<file path="src/rtl/key_cfg_ctrl.sv">
// key_cfg_ctrl -- keypad command controller for the edge-detection pipeline.
//
// Decodes single-cycle key strobes from the 4x4 keypad scanner into a Sobel
// threshold and a bypass flag. The controller supports:
//   - decimal entry of up to three digits
//   - step adjust (+/- THR_STEP, saturating)
//   - bypass toggle
//   - restore-default
// Each new configuration is offered to the datapath with a valid/ready handshake.
//
// Key map: 0-9 digit, 10 enter, 11 cancel, 12 toggle bypass, 13 +STEP,
//          14 -STEP, 15 restore THR_DEF.
//
// Optional feature: define ENTRY_TIMEOUT_EN to abandon an open decimal entry
// after TIMEOUT_CYC idle cycles. When the macro is undefined, no counter is built.
//
// Ports:
//   clk        in   system clock
//   rst_n      in   asynchronous active-low reset
//   key_num    in   [3:0] key code, valid while key_vld=1
//   key_vld    in   single-cycle key-press strobe
//   cfg_rdy    in   datapath accepts cfg_thr/cfg_bypass
//   cfg_vld    out  new configuration pending
//   cfg_thr    out  [7:0] Sobel magnitude threshold
//   cfg_bypass out  1 = datapath passes raw pixels
//   entry_val  out  [9:0] digits accumulated so far (7-seg display)
//   entry_busy out  1 while a decimal entry is open
//   key_err    out  one-cycle pulse when a key is rejected
module key_cfg_ctrl #(
    parameter logic [7:0]  THR_DEF     = 8'd100,
    parameter logic [7:0]  THR_STEP    = 8'd8,
    parameter logic [26:0] TIMEOUT_CYC = 27'd125_000_000
) (
    input  logic       clk,
    input  logic       rst_n,
    input  logic [3:0] key_num,
    input  logic       key_vld,
    input  logic       cfg_rdy,
    output logic       cfg_vld,
    output logic [7:0] cfg_thr,
    output logic       cfg_bypass,
    output logic [9:0] entry_val,
    output logic       entry_busy,
    output logic       key_err
);

    localparam logic [1:0] ST_IDLE   = 2'd0;
    localparam logic [1:0] ST_ENTRY  = 2'd1;
    localparam logic [1:0] ST_COMMIT = 2'd2;

    logic [1:0] state_q, state_d;
    logic [7:0] thr_q, thr_d;
    logic       byp_q, byp_d;
    logic [9:0] entry_q, entry_d;
    logic [1:0] cnt_q, cnt_d;
    logic       err_q, err_d;
    logic       vld_q, busy_q;
    logic [8:0] thr_inc;

    // One extra bit catches the carry used for saturation at 255.
    assign thr_inc = {1'b0, thr_q} + {1'b0, THR_STEP};

`ifdef ENTRY_TIMEOUT_EN
    logic [26:0] tmo_q, tmo_d;
`endif

    always_comb begin
        state_d = state_q;
        thr_d   = thr_q;
        byp_d   = byp_q;
        entry_d = entry_q;
        cnt_d   = cnt_q;
        err_d   = 1'b0;
`ifdef ENTRY_TIMEOUT_EN
        tmo_d   = '0;
`endif
        case (state_q)
            ST_IDLE: begin
                if (key_vld) begin
                    if (key_num <= 4'd9) begin
                        state_d = ST_ENTRY;
                        entry_d = {6'd0, key_num};
                        cnt_d   = 2'd1;
                    end else begin
                        case (key_num)
                            4'd12: begin
                                byp_d   = ~byp_q;
                                state_d = ST_COMMIT;
                            end
                            4'd13: begin
                                thr_d   = thr_inc[8] ? 8'd255 : thr_inc[7:0];
                                state_d = ST_COMMIT;
                            end
                            4'd14: begin
                                thr_d   = (thr_q < THR_STEP) ? 8'd0 : thr_q - THR_STEP;
                                state_d = ST_COMMIT;
                            end
                            4'd15: begin
                                thr_d   = THR_DEF;
                                state_d = ST_COMMIT;
                            end
                            default: ; // enter/cancel have no meaning here
                        endcase
                    end
                end
            end
            ST_ENTRY: begin
`ifdef ENTRY_TIMEOUT_EN
                // Counts idle cycles; an accepted key below clears it.
                tmo_d = tmo_q + 27'd1;
                if (tmo_q == TIMEOUT_CYC - 27'd1) begin
                    state_d = ST_IDLE;
                    entry_d = '0;
                    cnt_d   = '0;
                    err_d   = 1'b1;
                    tmo_d   = '0;
                end
`endif
                if (key_vld) begin
                    if (key_num <= 4'd9) begin
                        if (cnt_q < 2'd3) begin
                            // Restore state in case the timeout branch fired this cycle.
                            state_d = ST_ENTRY;
                            err_d   = 1'b0;
                            entry_d = (entry_q * 10'd10) + {6'd0, key_num};
                            cnt_d   = cnt_q + 2'd1;
`ifdef ENTRY_TIMEOUT_EN
                            tmo_d   = '0;
`endif
                        end else begin
                            err_d = 1'b1;
                        end
                    end else if (key_num == 4'd10) begin
                        state_d = ST_COMMIT;
                        err_d   = 1'b0;
                        // Clamp to the 8-bit threshold range only at commit.
                        thr_d   = (entry_q > 10'd255) ? 8'd255 : entry_q[7:0];
                        entry_d = '0;
                        cnt_d   = '0;
`ifdef ENTRY_TIMEOUT_EN
                        tmo_d   = '0;
`endif
                    end else if (key_num == 4'd11) begin
                        state_d = ST_IDLE;
                        err_d   = 1'b0;
                        entry_d = '0;
                        cnt_d   = '0;
`ifdef ENTRY_TIMEOUT_EN
                        tmo_d   = '0;
`endif
                    end else begin
                        err_d = 1'b1;
                    end
                end
            end
            ST_COMMIT: begin
                // thr/bypass stay frozen; any key is rejected, even on the handshake edge.
                if (key_vld) err_d = 1'b1;
                if (cfg_rdy) state_d = ST_IDLE;
            end
            default: state_d = ST_IDLE;
        endcase
    end

    always_ff @(posedge clk or negedge rst_n) begin
        if (!rst_n) begin
            state_q <= ST_IDLE;
            thr_q   <= THR_DEF;
            byp_q   <= 1'b0;
            entry_q <= '0;
            cnt_q   <= '0;
            err_q   <= 1'b0;
            vld_q   <= 1'b0;
            busy_q  <= 1'b0;
        end else begin
            state_q <= state_d;
            thr_q   <= thr_d;
            byp_q   <= byp_d;
            entry_q <= entry_d;
            cnt_q   <= cnt_d;
            err_q   <= err_d;
            vld_q   <= (state_d == ST_COMMIT);
            busy_q  <= (state_d == ST_ENTRY);
        end
    end

`ifdef ENTRY_TIMEOUT_EN
    always_ff @(posedge clk or negedge rst_n) begin
        if (!rst_n) tmo_q <= '0;
        else        tmo_q <= tmo_d;
    end
`endif

    assign cfg_vld    = vld_q;
    assign cfg_thr    = thr_q;
    assign cfg_bypass = byp_q;
    assign entry_val  = entry_q;
    assign entry_busy = busy_q;
    assign key_err    = err_q;

endmodule

</file>
<file path="config.mk">
export PLATFORM = sky130hd
export DESIGN_NAME = key_cfg_ctrl
export DESIGN_NICKNAME = d
export VERILOG_FILES = /design/src/rtl/key_cfg_ctrl.sv
export SDC_FILE = /design/constraint.sdc
export NUM_CORES = 1
export LEC_CHECK = 0
export BUFFER_PORTS_ARGS = -buffer_cell sky130_fd_sc_hd__buf_4
export CAP_MARGIN = 40
export CORE_UTILIZATION = 45
export DETAILED_ROUTE_END_ITERATION = 10
export GPL_TIMING_DRIVEN = 0
export HOLD_SLACK_MARGIN = 0.05
export PLACE_DENSITY = 0.65
export SLEW_MARGIN = 25
export SYNTH_ARGS = -nofsm -noshare
export SYNTH_HDL_FRONTEND = slang
export SYNTH_SLANG_ARGS = --single-unit
</file>
<file path="constraint.sdc">
create_clock -name clk -period 7.69 [get_ports clk]
set_input_delay 1.538 -clock clk [delete_from_list [all_inputs] [get_ports clk]]
set_output_delay 1.538 -clock clk [all_outputs]
set_load 0.01 [all_outputs]
</file>
Word-level counts from Yosys, hierarchy flattened. Index checks and enable logic that the tools add are counted.

Register bits: 26. Bits of input ports: 8. Output and inout bits: 22. Logic and storage cells: 87.

Add/subtract/negate cells: 4. Multiply operators: 1. Magnitude comparators: 4. Eq/ne operators: 19. Muxes and demuxes: 43. Bitwise operators: 2. Reduce and logical (&&, ||, !) cells: 6.

Operators by type and width (number): $mux 10 (7); $mux 8 (8); $mux 2 (16); $eq 4x4->1 const B (6); $pmux 8 s3 (1); $pmux 10 s2 (1); $pmux 8 s2 (1); $ne 2x2->1 const B (6); $add 10x4->10 (1); $gt 10x8->1 const B (1); $mul 10x3->9 const B (1); $add 8x4->9 const B (1); $lt 8x4->1 const B (1); $sub 8x4->8 const B (1); $reduce_and 7->1 (1); $mux 1 (6); $pmux 2 s3 (1); $reduce_and 6->1 (1); $eq 2x1->1 const B (2); $eq 2x2->1 const B (2); $le 4x4->1 const B (1); $ne 4x1->1 const B (1); $ne 4x4->1 const B (1); $pmux 2 s2 (1); other kinds (9) (10).

Depth between registers and ports, before layout.
Word-level depth: 7. Mapped depth: 9. Mapped depth without buffers: 9.

Worst setup path after synthesis. No wires, ideal clock.

Path kind: input to register. Start: input key_num[2]. End: register entry_q[9] (netlist: entry_val[9]). Library setup time: 0.076 ns. Arrival time: 3.199 ns. Slack: 4.416 ns. Stages on the path: 8. Buffers on the path: 1. Cells stage by stage: buf_2 > inv_1 > fa_1 > nor2b_1 > o2111ai_2 > nor3b_2 > xnor3_1 > o21ai_2.

Word-level cells in the longest chain between the ends: 5.

RTL lines: start, declared (line 36) `input logic [3:0] key_num,`; $add 10x4->10 or $eq 4x4->1 (tied branches) (line 125, 133); $mux 10 (on tied branches) (line 121, 133); $mux 10 (line 120) `if (key_num <= 4'd9) begin`; $mux 10 (line 119) `if (key_vld) begin`; $pmux 10 s2 (line 77) `case (state_q)`; end signal, assigned (line 179) `entry_q <= entry_d;`; end, declared (line 54) `logic [9:0] entry_q, entry_d;`.

Several ways; a longest one is shown, not always the timed one. The select of a mux whose other input is x is not followed. A chain may end at the register's enable or synchronous reset.

Final worst setup path. Ends and elaborated chain as after synthesis.

==> results.toml <==
[sta]
setup_viol = 0
relSlewSlack_pct = 70.8
rsz0062_at_grt = "false"
hold_violations = 0
finClkSkew_ns = 0.00387
final.setup.tns_ns = 0
worst_slew_pin_slew_ns = 0.438
period_minus_slack_ns = 3.28
fmax_mhz = 305
finalCritPeriodShare_pct = 42.6
maxSlewViolCount = 0

[detailed_routing]
wl_per_cell_um = 14.4
vias = 1713
drc = 0
drt_iter0_drc = 105
dr.pass1.iters = 5
routed_via_density = 5.65
wirelength_um = 4370
ant_nets = 0

[layout]
multi_input_area_um2 = 1270
syn_to_final_growth_pct = 15.4
drive_above_1_share_pct = 22.1
seq_area_um2 = 654
nets = 285
diodes = 0
final_cells = 303
final_area_um2 = 2320
fillers = 382

[floorplanning]
rows = 23
ioPinCount = 30
dieArea_um2 = 4750
floorplan.initialDensity_pct = 48.6
fp.dieW_um = 68.9
coreArea_um2 = 4140
die_h_um = 68.9

[synth]
synth_common_cells = "23 x dfrtp_1, 23 x o21ai_0, 22 x nand2_1"
ys_seq_elements = 26
syn-instance-count = 222
synth_ff_type = "dfrtp_1"
syn_nets = 253
seq_area_frac_synth_pct = 32.5
async_reset_ff_share_pct = 100
synth_enable_flop_cells = 0
avgSynthCellArea_um2 = 9.07
netlist_area_um2 = 2010
synth_warnings = 0
yosysTopAreaCell = "dfrtp_1"
synth.top_cells.by_area = "dfrtp_1 29%, ha_1 13%, o21ai_0 5.7%, nand2_1 4.1%, dfstp_2 3.9%"
ys_types = 54
synth_top_area_share_pct = 28.6

[worst_hold_path]
worstHoldPathType = "reg2reg"

[global_routing]
grt-ovfl-total = 0
grt_usage_pct = 20.4
grt_first_pass_wirelength_um = 7200
grt_antenna_before_repair = 0
grt_start_max_net_pins = 27
grt_pass1_vias = 1565

[place]
hpwl_um = 3370
placed_cell_area_um2 = 2280
gp_congestion = 0.805
io_buffers = 27
place_inst = 299

[setup_path]
reg2reg_slack_ns = 4.93
cpPeakStageDelay_ns = 0.44
slowest_stage = "fa_1"
cp_max_fo = 9
crit_arrival_ns = 3.48
crit_end = "entry_val[9]"
critPathLaunch = "key_num[2]"
reg2reg_depth = 9
start_kind = "input pin"
r2r_end = "entry_val[9]"
required_ns = 7.89
path_cells = "buf_4, buf_2, inv_1, fa_1, nor2b_1, o2111ai_2, nor3b_2, xnor3_1, o21ai_2"
r2r-start = "entry_val[3]"
critPathCaptureType = "flip-flop"
critical_path_class = "in2reg"

[pwr]
power_density_nw_per_um2 = 412
power_mw = 0.956
vdd_drop_max_uv = 239
p_leak_nw = 1.12

[clock_tree]
cts-hold-fix-buffers = 0
clock-sinks = 26
cts_resized = 0
clk_path_buf_depth = 2
cts_setup_buffers = 0
clk_latency_ns = 0.27
cts_buffers = 3
cts_root_buf = "clkbuf_8"
htreeDepth = 1
cts.clk_slew.worst_paths_ns = 0.09
cts_tree = "built"

[job]
drv_cap = 0

[outcome]
status = "complete, no violations"
## worst min-delay path by stage
stage / cells past startpoint / to / from
floorplan: 1 / cnt_q[1] / cnt_q[1]
global placement: 1 / cfg_bypass / cfg_bypass
detailed placement: 1 / cfg_bypass / cfg_bypass
CTS: 1 / cfg_bypass / cfg_bypass
global route: 1 / cfg_bypass / cfg_bypass
finish: 1 / cfg_bypass / cfg_bypass
## cell families after synthesis
group / Yosys count / share of synthesized area, %
buf+inv: 22 / 4.54
mux: 6 / 3.29
xor+xnor: 14 / 7.15
simple gates: 67 / 16.2
fa+ha+maj: 23 / 15.0
compound gates: 64 / 21.3
flops: 26 / 32.5
## cell usage in the layout, fill, tap and decap left out, drive strengths merged, types with 2 or more instances in the layout
master and instances:
a21o 5, a21oi 9, a31oi 3, and3 3, buf 33, clkbuf 9, dfrtp 23, dfstp 3
fa 2, ha 21, inv 10, mux2 5, nand2 22, nand3 7, nor2 17, nor2b 4
nor3 4, nor3b 3, nor4 3, o21a 3, o21ai 28, o22ai 3, or2 2, xnor2 5
xor2 8
## cell type report
| cell class | count | area share [%] |
|---|---|---|
| Clock buffer | 4 | 1.94 |
| Sequential cell | 26 | 28.2 |
| Tap cell | 50 | 2.69 |
| Inverter | 11 | 1.78 |
| Buffer | 11 | 2.15 |
| Multi-Input combinational cell | 174 | 54.6 |
| Timing Repair Buffer | 27 | 8.72 |
## metrics by stage
stage / setup slack (ns) / hold slack [ns] / utilization [%]
floorplan: 4.42 / 0.477 / -
global placement: 4.15 / 0.462 / 55.0
detailed placement: 4.14 / 0.467 / 55.0
CTS: 4.42 / 0.481 / 56.1
global route: 4.28 / 0.493 / 56.1
finish: 4.41 / 0.476 / 56.1
## per-layer routing
| metal | up-vias | wire length [µm] | global-route usage (%) |
|---|---|---|---|
| met5 | - | 0 | 0 |
| met4 | 0 | 42 | 7.65 |
| met3 | 4 | 138 | 1.97 |
| met2 | 36 | 2020 | 32.4 |
| met1 | 815 | 2170 | 28.6 |
| li1 | 858 | - | - |
## sequential cells by signal, summed over array words and instances, names as in the netlist
register    cells
entry_val      10
cnt_q           2
cfg_thr         8
key_err         1
entry_busy      1
state_q         2
cfg_vld         1
cfg_bypass      1
## power breakdown
part | leakage [nW] | internal, mW | total (mW) | switching (mW)
clock | 0.0228 | 0.0371 | 0.0801 | 0.0430
combinational | 0.771 | 0.280 | 0.620 | 0.340
sequential | 0.327 | 0.199 | 0.256 | 0.0564
total | 1.12 | 0.517 | 0.956 | 0.440
## worst max-delay path: cells and delay by family
| kind | cells | cell delay, ns |
|---|---|---|
| buf+inv | 3 | 0.40 |
| simple gates | 2 | 0.47 |
| fa+ha+maj | 1 | 0.44 |
| compound gates | 2 | 0.29 |
| xor+xnor | 1 | 0.34 |
Note: power is estimated with default switching activity, not from simulation.
